[config.mk]
export PLATFORM = sky130hd
export DESIGN_NAME = gam_param_writer
export DESIGN_NICKNAME = d
export VERILOG_FILES = /design/src/rtl/gam_pkg.sv /design/src/rtl/gam_param_addr_gen.sv /design/src/rtl/gam_param_writer.sv
export SDC_FILE = /design/constraint.sdc
export NUM_CORES = 1
export LEC_CHECK = 0
export CORE_MARGIN = 2
export CORE_UTILIZATION = 54
export DETAILED_ROUTE_END_ITERATION = 16
export PLACE_DENSITY = 0.81
export SYNTH_ARGS = -nofsm -noshare
export SYNTH_HDL_FRONTEND = slang
export SYNTH_SLANG_ARGS = --single-unit
[constraint.sdc]
create_clock -name clock -period 4.4 [get_ports clock]
set_clock_uncertainty 0.1 [all_clocks]
set_input_delay 0.66 -clock clock [delete_from_list [all_inputs] [get_ports clock]]
set_output_delay 0.66 -clock clock [all_outputs]
set_load 0.05 [all_outputs]
[src/rtl/gam_pkg.sv]
// rtl/gam_pkg.sv - shared Gamma parameter-memory layout constants and state encoding
package gam_pkg;

  localparam int unsigned WORDS_PER_SUBSET = 5;
  localparam int unsigned MAX_SUBSETS      = 14;
  localparam int unsigned CX_OFS           = 3;
  localparam int unsigned CY_OFS           = 4;

  typedef enum logic [2:0] {
    ST_IDLE  = 3'd0,
    ST_CHECK = 3'd1,
    ST_WRITE = 3'd2,
    ST_FLUSH = 3'd3,
    ST_DONE  = 3'd4,
    ST_ERROR = 3'd5
  } gam_state_t;

  // Slot 0 is the global header, so subset s lives one record further on.
  function automatic logic [31:0] param_byte_addr(input logic [31:0] subset,
                                                  input logic [31:0] field);
    return ((subset + 32'd1) * 32'(WORDS_PER_SUBSET) + field) * 32'd4;
  endfunction

endpackage

[src/rtl/gam_param_addr_gen.sv]
// rtl/gam_param_addr_gen.sv - word counter, end-of-load compare and BRAM byte address
module gam_param_addr_gen #(
  parameter int ADDR_W           = 32,
  parameter int WORDS_PER_SUBSET = 5
) (
  input  logic              clock,
  input  logic              reset,
  input  logic              init,
  input  logic [31:0]       num_subsets,
  input  logic              advance,
  output logic              last,
  output logic [ADDR_W-1:0] addr
);

  logic [31:0] word_idx;
  logic [31:0] total;

  always_ff @(posedge clock) begin
    if (reset) begin
      word_idx <= '0;
      total    <= '0;
      addr     <= '0;
    end else if (init) begin
      word_idx <= '0;
      total    <= (num_subsets + 32'd1) * 32'(WORDS_PER_SUBSET);
    end else if (advance) begin
      // Address is registered alongside the data so both reach the port together.
      addr     <= ADDR_W'({word_idx[29:0], 2'b00});
      word_idx <= word_idx + 32'd1;
    end
  end

  assign last = (word_idx == total - 32'd1);

endmodule

[src/rtl/gam_param_writer.sv]
// rtl/gam_param_writer.sv - streams parameter words into the Gamma parameter BRAM layout
module gam_param_writer #(
  parameter int MAX_SUBSETS      = gam_pkg::MAX_SUBSETS,
  parameter int WORDS_PER_SUBSET = gam_pkg::WORDS_PER_SUBSET,
  parameter int ADDR_W           = 32
) (
  input  logic              clock,
  input  logic              reset,
  input  logic              start,
  input  logic [31:0]       num_of_subsets,
  input  logic              s_valid,
  input  logic [31:0]       s_data,
  output logic              s_ready,
  output logic              param_ea,
  output logic [3:0]        param_wea,
  output logic [ADDR_W-1:0] param_addr,
  output logic [31:0]       param_din,
  output logic              parameters_done,
  output logic              busy,
  output logic              load_error,
  output logic [31:0]       words_written
);

  import gam_pkg::*;

  gam_state_t  state;
  gam_state_t  state_next;
  logic [31:0] n_q;
  logic        accept;
  logic        last_word;
  logic        start_ok;
  logic        bad_count;

  assign accept    = s_valid && s_ready;
  assign bad_count = (n_q == 32'd0) || (n_q > 32'(MAX_SUBSETS));
  // A start is honoured only when no load is in flight.
  assign start_ok  = start && ((state == ST_IDLE) || (state == ST_DONE) || (state == ST_ERROR));

  always_ff @(posedge clock) begin
    if (reset) state <= ST_IDLE;
    else       state <= state_next;
  end

  always_comb begin
    state_next = state;
    case (state)
      ST_IDLE, ST_DONE, ST_ERROR: if (start) state_next = ST_CHECK;
      ST_CHECK: state_next = bad_count ? ST_ERROR : ST_WRITE;
      ST_WRITE: if (accept && last_word) state_next = ST_FLUSH;
      ST_FLUSH: state_next = ST_DONE;
      default:  state_next = ST_IDLE;
    endcase
  end

  always_comb begin
    s_ready = 1'b0;
    busy    = 1'b0;
    case (state)
      ST_CHECK: busy = 1'b1;
      ST_WRITE: begin
        s_ready = 1'b1;
        busy    = 1'b1;
      end
      ST_FLUSH: busy = 1'b1;
      default: ;
    endcase
  end

  gam_param_addr_gen #(
    .ADDR_W           (ADDR_W),
    .WORDS_PER_SUBSET (WORDS_PER_SUBSET)
  ) u_addr_gen (
    .clock       (clock),
    .reset       (reset),
    .init        (state == ST_CHECK),
    .num_subsets (n_q),
    .advance     (accept),
    .last        (last_word),
    .addr        (param_addr)
  );

  always_ff @(posedge clock) begin
    if (reset) begin
      n_q             <= '0;
      param_ea        <= 1'b0;
      param_wea       <= 4'h0;
      param_din       <= '0;
      parameters_done <= 1'b0;
      load_error      <= 1'b0;
      words_written   <= '0;
    end else begin
      param_ea  <= accept;
      param_wea <= accept ? 4'hF : 4'h0;
      if (accept) begin
        param_din     <= s_data;
        words_written <= words_written + 32'd1;
      end
      if (start_ok) begin
        n_q             <= num_of_subsets;
        parameters_done <= 1'b0;
        load_error      <= 1'b0;
        words_written   <= '0;
      end
      if (state == ST_CHECK && bad_count) load_error <= 1'b1;
      // Done follows the flush cycle so memory is complete before it is seen.
      if (state == ST_FLUSH) parameters_done <= 1'b1;
    end
  end

endmodule

# Word-level counts from Yosys, hierarchy flattened
# Cells that the tools add are included.
# word_totals
ff_bits	200
inputBits	68
out_inout_bits	105
elab_cells	53
# op_classes
n_addsub	4
multipliers	1
n_lt_le_gt_ge	1
eq_ne	8
n_mux	10
n_bitwise	1
n_reduce_logical	17
# op_table
op	count
adder 32 x 1 -> 32 bit (second input constant)	3
== test 32 bit	1
> comparator 32 x 4 -> 1 bit (second input constant)	1
zero test 32 bit	1
multiplier 32 x 3 -> 32 bit (second input constant)	1
subtractor 32 x 1 -> 32 bit (second input constant)	1
one-hot mux 3 bit (4 select lines)	1
two-way mux 3 bit	3
== test 3 x 2 -> 1 bit (second input constant)	2
== test 3 bit (second input constant)	2
OR reduction 3 bit	2
two-way mux 1 bit	5
logical AND 1 bit	4
two-way mux 4 bit	1
inequality test 2 bit (second input constant)	2
AND reduction 2 bit	2
nonzero test 2 bit	2
OR reduction 2 bit	2
== test 3 x 1 -> 1 bit (second input constant)	1
zero test 3 bit	1
logical OR 1 bit	3
NOT 1 bit	1

# Depth between registers and ports, before layout
# Gate-level depths: netlist of run 1.
# logic_depth
ltp_word	6
depth_mapped	18
depth_no_buf	17

# Modules after synthesis
# From an unflattened synthesis of run 1, not the netlist that was laid out.
# unflattened
cells_unflattened	1431
area_unflattened_um2	11272.1
# modules_own_cells
module	instances	cells_each	area_each_um2
gam_param_addr_gen	1	907	7110.6
gam_param_writer	1	524	4161.5

# Worst setup path after synthesis of run 1
# OpenSTA, ideal clock, no wires.
# synth_path
kind	reg2reg
from	reg n_q[1]
to	reg u_addr_gen.total[29]
setup_time_ns	0.062
arrival_ns	3.608
slack_ns	0.630
path_stages_with_launch	16
n_path_buf	0
period_less_slack_ns	3.770
path_cell_list	dfxtp_1 > ha_1 > nand3_1 > nor2_1 > xor2_1 > ha_1 > ha_1 > o211ai_1 > a21oi_1 > o311a_1 > a41oi_1 > o21a_1 > nor3_1 > a31oi_1 > or4_1 > nand3_1
# synth_via
elab_chain_len	2
# synth_rtl
item	line_no	source
start, declared	gam_param_writer.sv:28	logic [31:0] n_q;
start signal, assigned	gam_param_writer.sv:99	n_q <= num_of_subsets;
adder 32 x 1 -> 32 bit	gam_param_addr_gen.sv:25	total <= (num_subsets + 32'd1) * 32'(WORDS_PER_SUBSET);
multiplier 32 x 3 -> 32 bit	gam_param_addr_gen.sv:25	
end signal, assigned	gam_param_addr_gen.sv:25	
end, declared	gam_param_addr_gen.sv:16	logic [31:0] total;
# Every way passes these cells.
# A chain may end at the register's enable or synchronous reset.

# Final worst setup path of run 1
# layout_path
from	reg n_q[2]
to	reg u_addr_gen.total[28]
# Same word-level chain as after synthesis.

==> results of run 1 <==
==> critical path, delay by kind of cell, from the launching register on <==
kind                       cells  cell delay [ns]
AOI/OAI and AO/OA              8             1.63
xor gates and xnor gates       2             0.26
adders and majority gates      2             0.70
DFF                            1             0.40
and+or+nand+nor                4             0.82
==> routing by layer <==
| layer | routed length (um) | GRT usage, % | part of all wire [%] | vias to the layer above |
|---|---|---|---|---|
| met1 | 11500 | 30.9 | 46 | 4423 |
| li1 | - | - | - | 4913 |
| met2 | 11800 | 39.3 | 48 | 222 |
| met3 | 931 | 3.85 | 3.8 | 38 |
| met4 | 517 | 7.36 | 2.1 | 0 |
| met5 | 0 | 0 | 0 | - |
==> state kept, by name, summed over array words and instances, names as in the netlist <==
register / count
load_error: 1
n_q: 32
param_din: 32
param_wea: 1
parameters_done: 1
state: 3
u_addr_gen.addr: 30
u_addr_gen.total: 32
u_addr_gen.word_idx: 32
words_written: 32
==> layout make-up <==
class / count / area, um2
clock buffers: 18 / 439
clock inverters: 14 / 163
well taps: 265 / 332
multi-input cells: 1073 / 6450
inverters: 19 / 71.3
fillers: 1636 / 6280
repair buffers: 182 / 1800
flip-flops and latches: 196 / 3920
==> per-stage QoR <==
stage                     total power, mW  cells  instance area (um2)  utilization, %  hold WS (ns)
after floorplan                      2.42   1361                10700               -         0.355
after global placement               2.60   1733                12500            64.4         0.341
after detailed placement             2.61   1733                12500            64.4         0.346
after CTS                            4.16   1765                13100            67.5         0.357
after global routing                 4.34   1767                13200            67.7         0.375
final                                4.14   1767                13200            67.7         0.355
==> timing repair <==
item                                   CTS  global route
setup endpoints to repair                0             8
gates resized for setup                  0             6
setup buffers                            0             2
endpoints found under the hold margin    0             0
hold buffers                             0             0
==> power groups by stage <==
| stage | Combinational [mW] | Sequential, mW | Clock (mW) |
|---|---|---|---|
| 2_1_floorplan | 0.522 | 1.90 | 0 |
| 3_3_place_gp | 0.679 | 1.92 | 0 |
| 3_5_place_dp | 0.691 | 1.92 | 0 |
| 4_1_cts | 0.699 | 1.88 | 1.58 |
| 5_1_grt | 0.786 | 1.89 | 1.67 |
| 6_report | 0.702 | 1.88 | 1.55 |
==> kinds of logic (layout without fill, tap and decap cells) <==
group,after synthesis,count (layout),share of synthesized area [%]
xor gates and xnor gates,149,149,12.2
DFF,196,196,36.7
other,1,2,0.0351
muxes,2,2,0.187
and+or+nand+nor,598,598,25.9
adders and majority gates,64,64,7.56
buffers and inverters,92,233,3.51
AOI/OAI and AO/OA,258,258,13.9
==> worst max path at each step <==
stage | from | to | slack, ns | cells past startpoint
after CTS | n_q[2]$_SDFFE_PP0P_ | u_addr_gen.total[28]$_SDFFE_PP0P_ | 0.23 | 16
after detailed placement | n_q[1]$_SDFFE_PP0P_ | u_addr_gen.total[29]$_SDFFE_PP0P_ | 0.26 | 15
final | n_q[2]$_SDFFE_PP0P_ | u_addr_gen.total[28]$_SDFFE_PP0P_ | 0.38 | 16
after global routing | n_q[2]$_SDFFE_PP0P_ | u_addr_gen.total[30]$_SDFFE_PP0P_ | -0.04 | 16
after global placement | n_q[2]$_SDFFE_PP0P_ | u_addr_gen.total[29]$_SDFFE_PP0P_ | 0.36 | 16
after floorplan | n_q[1]$_SDFFE_PP0P_ | u_addr_gen.total[29]$_SDFFE_PP0P_ | 0.63 | 15
==> cells in the mapped netlist (9+ instances only) <==
cell | n | share of area [%]
nand2_1 | 302 | 11
dfxtp_1 | 196 | 37
a21oi_1 | 158 | 7.4
nor2_1 | 103 | 3.6
xnor2_1 | 81 | 6.6
xor2_1 | 68 | 5.6
ha_1 | 63 | 7.4
clkbuf_1 | 53 | 1.9
nand3_1 | 46 | 2.2
o21ai_0 | 26 | 1.2
nand4_1 | 21 | 1.2
and3_1 | 20 | 1.2
inv_1 | 19 | 0.67
or3_1 | 18 | 1.1
nor3_1 | 17 | 0.80
nor4_1 | 14 | 0.82
a31oi_1 | 11 | 0.64
nand2b_1 | 11 | 0.64
and4_1 | 9 | 0.74
==> cells in the final DEF (no fill, tap or decap), types with 14 or more instances in the layout <==
cell type and n:
xnor2_1 79, o21ai_0 26, nor2_1 102, nor4_1 14, nand4_1 21, nand3_1 46, clkdlybuf4s50_1 169, and3_1 20
a21oi_1 158, or3_1 18, nand2_1 301, dfxtp_1 196, ha_1 63, clkbuf_16 17, nor3_1 16, inv_1 19
xor2_1 68
==> out/metrics.cfg, run 1 <==
[outcome]
status=finished, final reports clean

[detailed_routing]
routed_via_density=5.43
vias=9596
ant_nets=0
drt_pass1_iterations=5
drc_errors=0
wire_per_inst_um=14.0
routed_wl_um=24700
drtIter0Drc=584

[worst_setup_path]
crit_top_cell=ha_1
required_ns=4.62
endpoint_kind=flip-flop
regToRegStartpoint=n_q[2]$_SDFFE_PP0P_
ff2ff_path_depth=16
slowest_stage=dfxtp_1
crit_path_start_kind=flip-flop
slowest_delay_ns=0.40
critical_path.max_fanout=6
worst_r2r_endpoint=u_addr_gen.total[28]$_SDFFE_PP0P_
reg2reg_slack_ns=0.38
crit_chain=and2_1, nand4_1, nor2_4, nand3_1, xnor2_2, ha_1, ha_1, a21oi_1, o21ai_0, o31ai_1, o21a_1, o2111ai_1, a41o_1, a21boi_1, xnor2_1, a22o_1
crit_type=reg2reg
worstPathArrival_ns=4.24

[global_routing]
grt_pass1_vias=8643
grt_overflow=0
grt_max_degree=74
grt_pass1_wl_um=40500
track_usage_pct=23.4
antenna_found_initial=0

[hold_path]
hold-path-cell-count=2
holdPathEnd=u_addr_gen.addr[15]$_SDFFE_PP0P_
hp-start=u_addr_gen.addr[15]$_SDFFE_PP0P_
hold_path.class=reg2reg

[clock_network]
cts.sinks=196
cts-htree-levels=4
cts_tree=done
path_clk_slew_ns=0.07
clk_latency_ns=0.43
cts_root_buffer=clkbuf_16
cts_buffers=17
clock_path_buffers=2

[floorplanning]
initial_core_util_pct=54.9
core_area_um2=19500
ios=173
rows=51
die_h_um=145
die_area_um2=20900
die_w_um=145

[final_layout]
fin_nets=1621
n_antenna_cell=0
drive_gt1_share_pct=4.39
syn_to_final_growth_pct=23.3

[synth]
synth-main-ff-cell=dfxtp_1
ys_seq_area_share_pct=36.7
synth-async-reset-ratio_pct=0
yosysWarnings=0
ys_seq_elements=196
avgSynthCellArea_um2=7.86
synth_area_um2=10700
synth-edff-count=0
ys_types=66
syn_inst=1360

[sta]
rsz0062_at_grt=yes
setup_viol=0
tightest_slew_ns=1.07
slew_violations=0
setup_slack_ns=0.382
min_period_ns=4.02
fmax_ghz=0.249
setup_tns_ns=0
finalHoldViolCount=0
maxSlewHeadroom_pct=28.5
min_period_over_period_pct=91.3

[power]
power_frac_seq_pct=45.5
p_leak_nw=4.98
p_int_mw=2.95
vdd_ir_drop_max_v=0.000286
p_sw_mw=1.19
swShare_pct=28.7
p_per_area_nw_per_um2=314
power.share.clock_pct=37.5
p_comb_share_pct=17.0

[placed_design]
place_hpwl_um=18200
numPortBuffers=170
pre_cts_ws_ns=0.264
place_congestion=0.892

[run]
drv_cap=0

Note: power is estimated with default switching activity, not from simulation.
==> run 2, diff against run 1 <==
--- a/config.mk
+++ b/config.mk
@@ -5,6 +5,7 @@
 export SDC_FILE = /design/constraint.sdc
 export NUM_CORES = 1
 export LEC_CHECK = 0
+export CORE_ASPECT_RATIO = 0.9
 export CORE_MARGIN = 2
 export CORE_UTILIZATION = 54
 export DETAILED_ROUTE_END_ITERATION = 16
==> run 2 against run 1 <==
Net effect:
- clock power up 8%
- die area about the same
- sequential share of layout area about the same
- worst hold slack worse by 0.0012 ns
- combinational power about the same
- worst setup slack worse by 0.080 ns
- global-route usage down 0.42 points
- count of clock-buffer cells in the layout down 1
- fmax down 1.9%
- routed wire length down 0.27%
- critical endpoint is now u_addr_gen.total[29]$_SDFFE_PP0P_
==> out/metrics.cfg, run 2 (synthesis gave the netlist of run 1 again) <==
[outcome]
status=finished, final reports clean

[power]
p_sw_mw=1.21
p_int_mw=3.05
vdd_ir_drop_max_v=0.000239
p_leak_nw=5.02
p_per_area_nw_per_um2=323
power.total_mw=4.26
p_comb_share_pct=16.4
power.share.clock_pct=39.4
swShare_pct=28.4
power_frac_seq_pct=44.2

[sta]
min_period_over_period_pct=93.1
min_period_ns=4.10
fmax_ghz=0.244
finalHoldViolCount=0
slew_violations=0
tightest_slew_ns=1.09
setup_viol=0
maxSlewHeadroom_pct=27.3

[floorplanning]
die_w_um=152
core_area_um2=19300
die_h_um=137
initial_core_util_pct=55.5
rows=48
die_area_um2=20900
ios=173

[final_layout]
fin_util_pct=68.4
fin_nets=1623
layout_commonest_cell=nand2_1
syn_to_final_growth_pct=23.4
multiInputGateArea_um2=6440
seq_area_um2=3920
layout_common_cells=nand2_1, dfxtp_1, clkdlybuf4s50_1
n_antenna_cell=0
drive_gt1_share_pct=4.39
fillCellCount=1575

[worst_setup_path]
crit_path_start_kind=flip-flop
worstPathArrival_ns=4.37
worst-path-buf-inv=1
crit_type=reg2reg
crit_top_cell=ha_1
required_ns=4.68
endpoint_kind=flip-flop
ff2ff_path_depth=15
slowest_delay_ns=0.42
crit_family=compound AO/OA/AOI/OAI gates
cp_num_cells=15
crit_chain=and2_1, nand4_1, buf_4, xnor2_1, ha_1, ha_1, o211ai_1, a21oi_1, o311a_1, a41oi_1, o21a_1, nor3_2, a31oi_1, or4_1, nand3_1
critical_path.max_fanout=5
slowest_stage=or4_1

[global_routing]
track_usage_pct=23.0
grt_max_degree=80
antenna_found_initial=0
grt_pass1_vias=8526
grt_overflow=0
grt_pass1_wl_um=40400

[run]
drv_cap=0

[hold_path]
hold-path-cell-count=2
hold_path.class=reg2reg

[clock_network]
clock_path_buffers=2
cts.sinks=196
cts_buffers=17
cts_tree=done
ctsHoldBuffers=0
clk_latency_ns=0.44
cts_root_buffer=clkbuf_16
path_clk_slew_ns=0.08
cts-htree-levels=4

[detailed_routing]
vias=9571
drtIter0Drc=573
routed_wl_um=24600
ant_nets=0
routed_via_density=5.46
wire_per_inst_um=14.1
drt_pass1_iterations=5
drc_errors=0

[placed_design]
numPortBuffers=170
place_hpwl_um=18200
place_congestion=0.874

## run 2: changes by cell type in the layout (fill, tap and decap cells not counted), sizes merged
cell      previous run  this run
clkinvlp             3         0
buf                 13        15
bufinv               1         3
inv                 25        27
clkbuf              18        17
## run 2: routing by layer
| metal | global-route usage, % | wire length, um | vias up |
|---|---|---|---|
| met2 | 38.0 | 11400 | 224 |
| met3 | 3.84 | 943 | 34 |
| met4 | 7.42 | 472 | 0 |
| li1 | - | - | 4919 |
| met1 | 30.9 | 11800 | 4394 |
| met5 | 0 | 0 | - |
## run 2: layout make-up
cell class              instances  share of cell area (%)
flip-flops and latches        196                    29.7
clock inverters                15                    1.62
inverters                      19                   0.541
well taps                     250                    2.37
clock buffers                  17                    3.22
multi-input cells            1073                    48.8
repair buffers                184                    13.7
## run 2: final timing paths
check,start,slack [ns],endpoint
min,param_din[10]$_SDFFE_PP0P_,0.35,param_din[10]$_SDFFE_PP0P_
max,n_q[2]$_SDFFE_PP0P_,0.30,u_addr_gen.total[29]$_SDFFE_PP0P_
min reg2reg,param_din[10]$_SDFFE_PP0P_,0.35,param_din[10]$_SDFFE_PP0P_
max reg2reg,n_q[2]$_SDFFE_PP0P_,0.30,u_addr_gen.total[29]$_SDFFE_PP0P_
## run 2: worst min-delay path, stage by stage (launching register included)
cell and delay [ns]:
dfxtp_1 0.31, nand2_1 0.05, a21oi_1 0.05
## run 2: timing repair
| action | 4_1_cts | 5_1_grt |
|---|---|---|
| setup endpoints to repair | 0 | 9 |
| resized for setup | 0 | 4 |
| buffers inserted | 0 | 3 |
## run 2: through the flow
stage | TNS (ns) | cells | hold slack, ns | instance area (um2) | setup WS (ns)
2_1_floorplan | 0 | 1361 | 0.355 | 10700 | 0.630
3_3_place_gp | 0 | 1719 | 0.341 | 12500 | 0.364
3_5_place_dp | 0 | 1719 | 0.346 | 12500 | 0.212
4_1_cts | 0 | 1751 | 0.357 | 13100 | 0.162
5_1_grt | -0.000443 | 1754 | 0.372 | 13200 | -0.000443
6_report | 0 | 1754 | 0.354 | 13200 | 0.302
## run 2: power by group through the flow
stage | Clock (mW) | Sequential (mW) | Combinational (mW)
CTS | 1.71 | 1.88 | 0.697
detailed placement | 0 | 1.92 | 0.689
floorplan | 0 | 1.90 | 0.522
finish | 1.68 | 1.88 | 0.699
global route | 1.78 | 1.89 | 0.780
global placement | 0 | 1.92 | 0.678
